File: config.mk
export PLATFORM = sky130hd
export DESIGN_NAME = stream_xbar_buffered_flat
export DESIGN_NICKNAME = d
export VERILOG_FILES = /design/src/rtl/stream_xbar_buffered_if.sv /design/src/rtl/stream_xbar_buffered.sv /design/src/flat_wrapper.sv
export SDC_FILE = /design/constraint.sdc
export NUM_CORES = 1
export LEC_CHECK = 0
export ABC_AREA = 1
export BUFFER_PORTS_ARGS = -buffer_cell sky130_fd_sc_hd__clkbuf_2
export CELL_PAD_IN_SITES_DETAIL_PLACEMENT = 1
export CELL_PAD_IN_SITES_GLOBAL_PLACEMENT = 1
export CORE_MARGIN = 10
export CORE_UTILIZATION = 40
export CTS_CLUSTER_DIAMETER = 100
export CTS_CLUSTER_SIZE = 10
export DETAILED_ROUTE_END_ITERATION = 7
export PLACE_DENSITY_LB_ADDON = 0.12
export SETUP_SLACK_MARGIN = 0.1
export SYNTH_ARGS = -nofsm -noshare
export SYNTH_HDL_FRONTEND = slang
export SYNTH_SLANG_ARGS = --single-unit
File: constraint.sdc
create_clock -name clk -period 3.9 [get_ports clk]
set_clock_uncertainty 0.05 [all_clocks]
set_input_delay 0.39 -clock clk [delete_from_list [all_inputs] [get_ports clk]]
set_output_delay 0.39 -clock clk [all_outputs]
set_load 0.02 [all_outputs]
File: src/rtl/stream_xbar_buffered_if.sv
// Stream crossbar bundle: S input streams, M output streams and per-input drop pulses.
interface stream_xbar_if #(
  parameter int unsigned T_DATA_WIDTH = 8,
  parameter int unsigned S_DATA_COUNT = 4,
  parameter int unsigned M_DATA_COUNT = 3,
  parameter int unsigned T_ID___WIDTH = $clog2(S_DATA_COUNT),
  parameter int unsigned T_DEST_WIDTH = $clog2(M_DATA_COUNT)
);
  logic [T_DATA_WIDTH-1:0] s_data_i [S_DATA_COUNT];
  logic [T_DEST_WIDTH-1:0] s_dest_i [S_DATA_COUNT];
  logic [S_DATA_COUNT-1:0] s_last_i;
  logic [S_DATA_COUNT-1:0] s_valid_i;
  logic [S_DATA_COUNT-1:0] s_ready_o;
  logic [T_DATA_WIDTH-1:0] m_data_o [M_DATA_COUNT];
  logic [T_ID___WIDTH-1:0] m_id_o   [M_DATA_COUNT];
  logic [M_DATA_COUNT-1:0] m_last_o;
  logic [M_DATA_COUNT-1:0] m_valid_o;
  logic [M_DATA_COUNT-1:0] m_ready_i;
  logic [S_DATA_COUNT-1:0] drop_o;

  // Crossbar side
  modport slave (
    input  s_data_i, s_dest_i, s_last_i, s_valid_i, m_ready_i,
    output s_ready_o, m_data_o, m_id_o, m_last_o, m_valid_o, drop_o
  );

  // Source/sink environment side
  modport master (
    output s_data_i, s_dest_i, s_last_i, s_valid_i, m_ready_i,
    input  s_ready_o, m_data_o, m_id_o, m_last_o, m_valid_o, drop_o
  );
endinterface

File: src/rtl/stream_xbar_buffered.sv
// Buffered packet-aware stream crossbar: per-input FIFOs, per-output round-robin
// arbiters that lock for a whole packet, registered output stages.
module stream_xbar_buffered #(
  parameter int unsigned T_DATA_WIDTH = 8,
  parameter int unsigned S_DATA_COUNT = 4,
  parameter int unsigned M_DATA_COUNT = 3,
  parameter int unsigned FIFO_DEPTH   = 4,
  parameter int unsigned T_ID___WIDTH = $clog2(S_DATA_COUNT),
  parameter int unsigned T_DEST_WIDTH = $clog2(M_DATA_COUNT)
) (
  input  logic         clk,
  input  logic         rst_n,
  stream_xbar_if.slave bus
);

  localparam int unsigned PTR_W = $clog2(FIFO_DEPTH);
  localparam int unsigned CNT_W = PTR_W + 1;
  localparam logic [CNT_W-1:0]        CNT_FULL   = CNT_W'(FIFO_DEPTH);
  localparam logic [T_DEST_WIDTH:0]   DEST_LIMIT = (T_DEST_WIDTH + 1)'(M_DATA_COUNT);
  localparam logic [T_ID___WIDTH-1:0] GRANT_INIT = T_ID___WIDTH'(S_DATA_COUNT - 1);

  typedef enum logic {ST_IDLE, ST_LOCKED} arb_state_e;

  // Input FIFO storage and bookkeeping
  logic [T_DATA_WIDTH-1:0] mem_data_q [S_DATA_COUNT][FIFO_DEPTH];
  logic [T_DEST_WIDTH-1:0] mem_dest_q [S_DATA_COUNT][FIFO_DEPTH];
  logic                    mem_last_q [S_DATA_COUNT][FIFO_DEPTH];
  logic [PTR_W-1:0]        wr_ptr_q   [S_DATA_COUNT];
  logic [PTR_W-1:0]        rd_ptr_q   [S_DATA_COUNT];
  logic [CNT_W-1:0]        count_q    [S_DATA_COUNT];

  logic [T_DATA_WIDTH-1:0] head_data_c [S_DATA_COUNT];
  logic [T_DEST_WIDTH-1:0] head_dest_c [S_DATA_COUNT];
  logic [S_DATA_COUNT-1:0] head_last_c;
  logic [S_DATA_COUNT-1:0] head_valid_c;
  logic [S_DATA_COUNT-1:0] drop_c;
  logic [S_DATA_COUNT-1:0] ready_c;
  logic [S_DATA_COUNT-1:0] push_c;
  logic [S_DATA_COUNT-1:0] pop_c;

  // Per-output arbiter and output register
  arb_state_e              state_q      [M_DATA_COUNT];
  logic [T_ID___WIDTH-1:0] grant_q      [M_DATA_COUNT];
  logic [T_ID___WIDTH-1:0] last_grant_q [M_DATA_COUNT];
  logic [T_ID___WIDTH-1:0] sel_c        [M_DATA_COUNT];
  logic [M_DATA_COUNT-1:0] load_c;
  logic [T_DATA_WIDTH-1:0] m_data_q     [M_DATA_COUNT];
  logic [T_ID___WIDTH-1:0] m_id_q       [M_DATA_COUNT];
  logic [M_DATA_COUNT-1:0] m_last_q;
  logic [M_DATA_COUNT-1:0] m_valid_q;

  // FIFO heads, readiness and out-of-range detection
  always_comb begin
    for (int unsigned j = 0; j < S_DATA_COUNT; j++) begin
      head_data_c[j]  = mem_data_q[j][rd_ptr_q[j]];
      head_dest_c[j]  = mem_dest_q[j][rd_ptr_q[j]];
      head_last_c[j]  = mem_last_q[j][rd_ptr_q[j]];
      head_valid_c[j] = (count_q[j] != '0);
      drop_c[j]       = head_valid_c[j] && ({1'b0, head_dest_c[j]} >= DEST_LIMIT);
      ready_c[j]      = (count_q[j] != CNT_FULL);
      push_c[j]       = bus.s_valid_i[j] && ready_c[j];
    end
  end

  // Winner selection: locked input only, else round-robin after last_grant
  always_comb begin
    logic                    found;
    logic [T_ID___WIDTH-1:0] cand;
    found  = 1'b0;
    cand   = '0;
    pop_c  = drop_c;
    load_c = '0;
    for (int unsigned i = 0; i < M_DATA_COUNT; i++) begin
      found    = 1'b0;
      sel_c[i] = grant_q[i];
      if (state_q[i] == ST_LOCKED) begin
        found = head_valid_c[grant_q[i]] && (head_dest_c[grant_q[i]] == T_DEST_WIDTH'(i));
      end else begin
        for (int unsigned k = 1; k <= S_DATA_COUNT; k++) begin
          cand = T_ID___WIDTH'((32'(last_grant_q[i]) + k) % S_DATA_COUNT);
          if (!found && head_valid_c[cand] && (head_dest_c[cand] == T_DEST_WIDTH'(i))) begin
            found    = 1'b1;
            sel_c[i] = cand;
          end
        end
      end
      load_c[i] = found && (!m_valid_q[i] || bus.m_ready_i[i]);
      if (load_c[i]) pop_c[sel_c[i]] = 1'b1;
    end
  end

  // FIFO storage has no reset; occupancy and pointers define validity
  always_ff @(posedge clk) begin
    for (int unsigned j = 0; j < S_DATA_COUNT; j++) begin
      if (push_c[j]) begin
        mem_data_q[j][wr_ptr_q[j]] <= bus.s_data_i[j];
        mem_dest_q[j][wr_ptr_q[j]] <= bus.s_dest_i[j];
        mem_last_q[j][wr_ptr_q[j]] <= bus.s_last_i[j];
      end
    end
  end

  always_ff @(posedge clk or negedge rst_n) begin
    if (!rst_n) begin
      for (int unsigned j = 0; j < S_DATA_COUNT; j++) begin
        wr_ptr_q[j] <= '0;
        rd_ptr_q[j] <= '0;
        count_q[j]  <= '0;
      end
    end else begin
      for (int unsigned j = 0; j < S_DATA_COUNT; j++) begin
        if (push_c[j]) wr_ptr_q[j] <= wr_ptr_q[j] + PTR_W'(1);
        if (pop_c[j])  rd_ptr_q[j] <= rd_ptr_q[j] + PTR_W'(1);
        count_q[j] <= count_q[j] + CNT_W'(push_c[j]) - CNT_W'(pop_c[j]);
      end
    end
  end

  // Arbiter state and output register; a loaded last beat releases the lock
  always_ff @(posedge clk or negedge rst_n) begin
    if (!rst_n) begin
      for (int unsigned i = 0; i < M_DATA_COUNT; i++) begin
        state_q[i]      <= ST_IDLE;
        grant_q[i]      <= '0;
        last_grant_q[i] <= GRANT_INIT;
        m_data_q[i]     <= '0;
        m_id_q[i]       <= '0;
        m_last_q[i]     <= 1'b0;
        m_valid_q[i]    <= 1'b0;
      end
    end else begin
      for (int unsigned i = 0; i < M_DATA_COUNT; i++) begin
        if (load_c[i]) begin
          m_data_q[i]     <= head_data_c[sel_c[i]];
          m_id_q[i]       <= sel_c[i];
          m_last_q[i]     <= head_last_c[sel_c[i]];
          m_valid_q[i]    <= 1'b1;
          grant_q[i]      <= sel_c[i];
          last_grant_q[i] <= sel_c[i];
          state_q[i]      <= head_last_c[sel_c[i]] ? ST_IDLE : ST_LOCKED;
        end else if (bus.m_ready_i[i]) begin
          m_valid_q[i] <= 1'b0;
        end
      end
    end
  end

  assign bus.s_ready_o = ready_c;
  assign bus.drop_o    = drop_c;
  assign bus.m_data_o  = m_data_q;
  assign bus.m_id_o    = m_id_q;
  assign bus.m_last_o  = m_last_q;
  assign bus.m_valid_o = m_valid_q;

endmodule
File: src/flat_wrapper.sv
// flat-port wrapper written by rule: the top's interface ports become plain ports
module stream_xbar_buffered_flat 
#(
  parameter int unsigned T_DATA_WIDTH = 8,
  parameter int unsigned S_DATA_COUNT = 4,
  parameter int unsigned M_DATA_COUNT = 3,
  parameter int unsigned FIFO_DEPTH   = 4,
  parameter int unsigned T_ID___WIDTH = $clog2(S_DATA_COUNT),
  parameter int unsigned T_DEST_WIDTH = $clog2(M_DATA_COUNT)
)
  (clk, rst_n, bus_s_data_i, bus_s_dest_i, bus_s_last_i, bus_s_valid_i, bus_m_ready_i, bus_s_ready_o, bus_m_data_o, bus_m_id_o, bus_m_last_o, bus_m_valid_o, bus_drop_o);
  stream_xbar_if #(.T_DATA_WIDTH(T_DATA_WIDTH), .S_DATA_COUNT(S_DATA_COUNT), .M_DATA_COUNT(M_DATA_COUNT), .T_ID___WIDTH(T_ID___WIDTH), .T_DEST_WIDTH(T_DEST_WIDTH)) bus_i ();
  input  logic clk;
  input  logic rst_n;
  input wire logic [$bits(bus_i.s_data_i)-1:0] bus_s_data_i;
  input wire logic [$bits(bus_i.s_dest_i)-1:0] bus_s_dest_i;
  input wire logic [$bits(bus_i.s_last_i)-1:0] bus_s_last_i;
  input wire logic [$bits(bus_i.s_valid_i)-1:0] bus_s_valid_i;
  input wire logic [$bits(bus_i.m_ready_i)-1:0] bus_m_ready_i;
  output wire logic [$bits(bus_i.s_ready_o)-1:0] bus_s_ready_o;
  output wire logic [$bits(bus_i.m_data_o)-1:0] bus_m_data_o;
  output wire logic [$bits(bus_i.m_id_o)-1:0] bus_m_id_o;
  output wire logic [$bits(bus_i.m_last_o)-1:0] bus_m_last_o;
  output wire logic [$bits(bus_i.m_valid_o)-1:0] bus_m_valid_o;
  output wire logic [$bits(bus_i.drop_o)-1:0] bus_drop_o;
  assign bus_i.s_data_i = {>>{bus_s_data_i}};
  assign bus_i.s_dest_i = {>>{bus_s_dest_i}};
  assign bus_i.s_last_i = bus_s_last_i;
  assign bus_i.s_valid_i = bus_s_valid_i;
  assign bus_i.m_ready_i = bus_m_ready_i;
  assign bus_s_ready_o = bus_i.s_ready_o;
  assign bus_m_data_o = {>>{bus_i.m_data_o}};
  assign bus_m_id_o = {>>{bus_i.m_id_o}};
  assign bus_m_last_o = bus_i.m_last_o;
  assign bus_m_valid_o = bus_i.m_valid_o;
  assign bus_drop_o = bus_i.drop_o;
  stream_xbar_buffered #(.T_DATA_WIDTH(T_DATA_WIDTH), .S_DATA_COUNT(S_DATA_COUNT), .M_DATA_COUNT(M_DATA_COUNT), .FIFO_DEPTH(FIFO_DEPTH), .T_ID___WIDTH(T_ID___WIDTH), .T_DEST_WIDTH(T_DEST_WIDTH)) u_core (.clk(clk), .rst_n(rst_n), .bus(bus_i));
endmodule
==> results.cfg <==
[timing]
fin_ws_ns = 0.241
hold_violations = 16
fmax_mhz = 273
rsz0062_at_grt = true
whs_ns = -0.0224
worstMarginPinSlew_ns = 1.22
slew_headroom = 0.184
finalCritPeriodShare = 0.938
setup_violations = 0
slew_viol_final = 0
fin_crit_ns = 3.66
tns_ns = 0

[die]
ios = 97
die-area_um2 = 39200
core_area_um2 = 31400
fp.dieW_um = 198
initial_core_util = 0.404
die-height_um = 198
rows = 65

[clock_tree]
root_buffer = clkbuf_16
path_clk_slew_ns = 0.06
cts-htree-levels = 1
cts_buffer_depth = 3
cts_tree = done
numClockSinks = 249
clk_latency_ns = 0.56
numCtsBuffers = 28

[synthesis]
seq_area_frac_synth = 0.561
yosysWarningCount = 0
yosysMostFrequentCell = nand2_1
netlist_instances = 1343
ys.flop_type = edfxtp_1
synth_top_area_cell = edfxtp_1
synthTopCellsByArea = edfxtp_1 42%, nand2_1 13%, dfrtp_1 13%
ys_ff_latch = 249
syn_area_um2 = 12700
syn_nets = 1424
ys_types = 45
avgSynthCellArea_um2 = 9.44
synth_edf_count = 176
synth_commonest_cells = 454 x nand2_1, 176 x edfxtp_1, 132 x nand3_1, 102 x inv_1, 67 x dfrtp_1
ys_async_sr_fraction = 0.293
synth_top_area_frac = 0.417

[global_route]
grt_max_degree = 74
grt.total_usage = 0.190
grt_pass1_wl_um = 58300
gr-total-overflow = 0
grt_pass1_vias = 10300
antenna_found_initial = 0

[layout]
antenna_cells = 0
nFillCells = 3545
final_cells = 1964
drive_gt1_frac = 0.245
nets = 1621
area_growth_pct = 22.1

[routing]
drt-initial-drc-count = 589
wl_per_cell_um = 19.5
drc = 0
viasPerCell = 5.20
drt_wl_total_um = 38400
ant_nets = 0
dr.pass1.iters = 4
num_vias = 10200

[placed_design]
dp_slack_ns = 0.0523
placed_cells = 1847
portBuffers = 96
dp_hpwl_um = 28000
gp_congestion = 0.865

[worst_setup_path]
path_class = reg -> reg
slowest_stage = dfstp_2
required_ns = 4.26
critical_path.top_delay_family = simple AND/OR/NAND/NOR gates
cp_cell_sequence = buf_4 > mux2i_4 > nor2_1 > nand3_1 > nand2_2 > nor2_4 > buf_6 > nand2_1 > o21ai_1 > inv_1 > nand2_2 > nand2_4 > nand2_4 > nor2_2 > nor2_4 > nand2_2 > ha_1 > inv_1 > ha_1 > fa_1 > xor2_1
crit_top_cell = nand2_2
cp-end-kind = flop
startpoint_type = flop
cp_max_fo = 6
crit_buf_inv = 4
cpPeakStageDelay_ns = 0.59
arrival_ns = 4.02

[status]
violations = hold timing
run_status = finished, violations left

[worst_hold_path]
min_path_type = in -> async

[run]
drv_cap = 0
==> routing by layer <==
| layer | GRT usage | up-vias | part of all wire | routed length [µm] |
|---|---|---|---|---|
| met1 | 0.251 | 5089 | 0.46 | 17500 |
| met2 | 0.322 | 175 | 0.49 | 18700 |
| li1 | - | 4897 | - | - |
| met3 | 0.0275 | 58 | 0.037 | 1430 |
| met4 | 0.0456 | 0 | 0.020 | 771 |
| met5 | 0 | - | 0 | 0 |
==> cell type report <==
type / count / area (µm²) / share of cell area
flip-flops and latches: 249 / 7130 / 0.461
multi-input cells: 925 / 5110 / 0.330
repair buffers: 218 / 1470 / 0.0947
clock buffers: 51 / 787 / 0.0508
well taps: 402 / 503 / 0.0325
inverters: 118 / 465 / 0.0301
clock inverters: 1 / 16.3 / 0.00105
==> logic make-up after synthesis <==
family	count (synthesis)	synth area share
and+or+nand+nor	732	0.255
DFF	249	0.561
buffers and inverters	169	0.0615
AOI/OAI and AO/OA	139	0.0737
adders and majority gates	28	0.0300
xor gates and xnor gates	19	0.0131
muxes	7	0.00553
==> worst reg2reg max path, delay by kind of cell (launching register included) <==
kind                       cells  cell delay (ns)
and+or+nand+nor               11             1.03
adders and majority gates      3             0.90
DFF                            1             0.59
buffers and inverters          4             0.42
muxes                          1             0.23
xor gates and xnor gates       1             0.18
AOI/OAI and AO/OA              1             0.12
==> stage by stage <==
stage	area (µm²)	util
detailed placement	13800	0.439
CTS	14900	0.474
global route	15500	0.493
floorplan	12700	-
finish	15500	0.493
global placement	13800	0.439
==> repair_timing <==
item                                    4_1_cts  5_1_grt
endpoints found under the setup margin        5        8
hold endpoints to repair                     83        0
setup buffers                                 5       38
pin swaps                                     2       24
hold buffers                                 22        0
resized for setup                            11       82
==> cell usage in the layout (no fill, tap or decap), types with 3 or more instances in the layout <==
cell type / n
a21boi_1: 9
a21oi_1: 46
a32o_1: 30
a32oi_1: 5
buf_4: 96
buf_6: 4
clkbuf_1: 23
clkbuf_16: 28
clkbuf_2: 95
dfrtp_1: 60
dfrtp_2: 7
dfstp_2: 5
dlygate4sd3_1: 22
edfxtp_1: 176
fa_2: 3
ha_1: 23
inv_1: 101
inv_2: 9
inv_4: 7
mux2i_2: 3
mux2i_4: 3
nand2_1: 433
nand2_2: 45
nand2_4: 15
nand3_1: 120
nand3_2: 14
nand3_4: 5
nand4_1: 8
nor2_1: 50
nor2_2: 10
nor2_4: 8
nor3_1: 11
o211ai_1: 3
o21ai_0: 29
o21ai_1: 6
o22ai_1: 3
or2_2: 9
xnor2_1: 5
xor2_1: 12
==> final timing paths <==
check	start	to	slack, ns	depth (start not counted)
setup / recovery	u_core.last_grant_q[2]	u_core.count_q[5]	0.24	21
hold / removal	rst_n	u_core.bus.m_data_o[8]	-0.02	1
setup reg to reg	u_core.last_grant_q[2]	u_core.count_q[5]	0.24	21
hold reg to reg	u_core.bus.m_data_o[2]	u_core.bus.m_data_o[2]	0.44	2
max in group asynchronous	rst_n	u_core.count_q[4]	3.04	1
min in group clk	bus_s_data_i[11]	u_core.mem_data_q[2][11]	0.02	1
==> sequential cells by signal, indices dropped and copies added (netlist names) <==
register              count
u_core.wr_ptr_q           8
u_core.bus.m_data_o      24
u_core.mem_dest_q        32
u_core.last_grant_q       6
u_core.bus.m_valid_o      3
u_core.mem_data_q       128
u_core.grant_q            6
u_core.bus.m_last_o       3
u_core.state_q            3
u_core.count_q           12
u_core.rd_ptr_q           8
u_core.mem_last_q        16
Power is left out: the tool's default activity adds up to more than one toggle a clock period on the data nets, which glitch-free logic cannot reach.
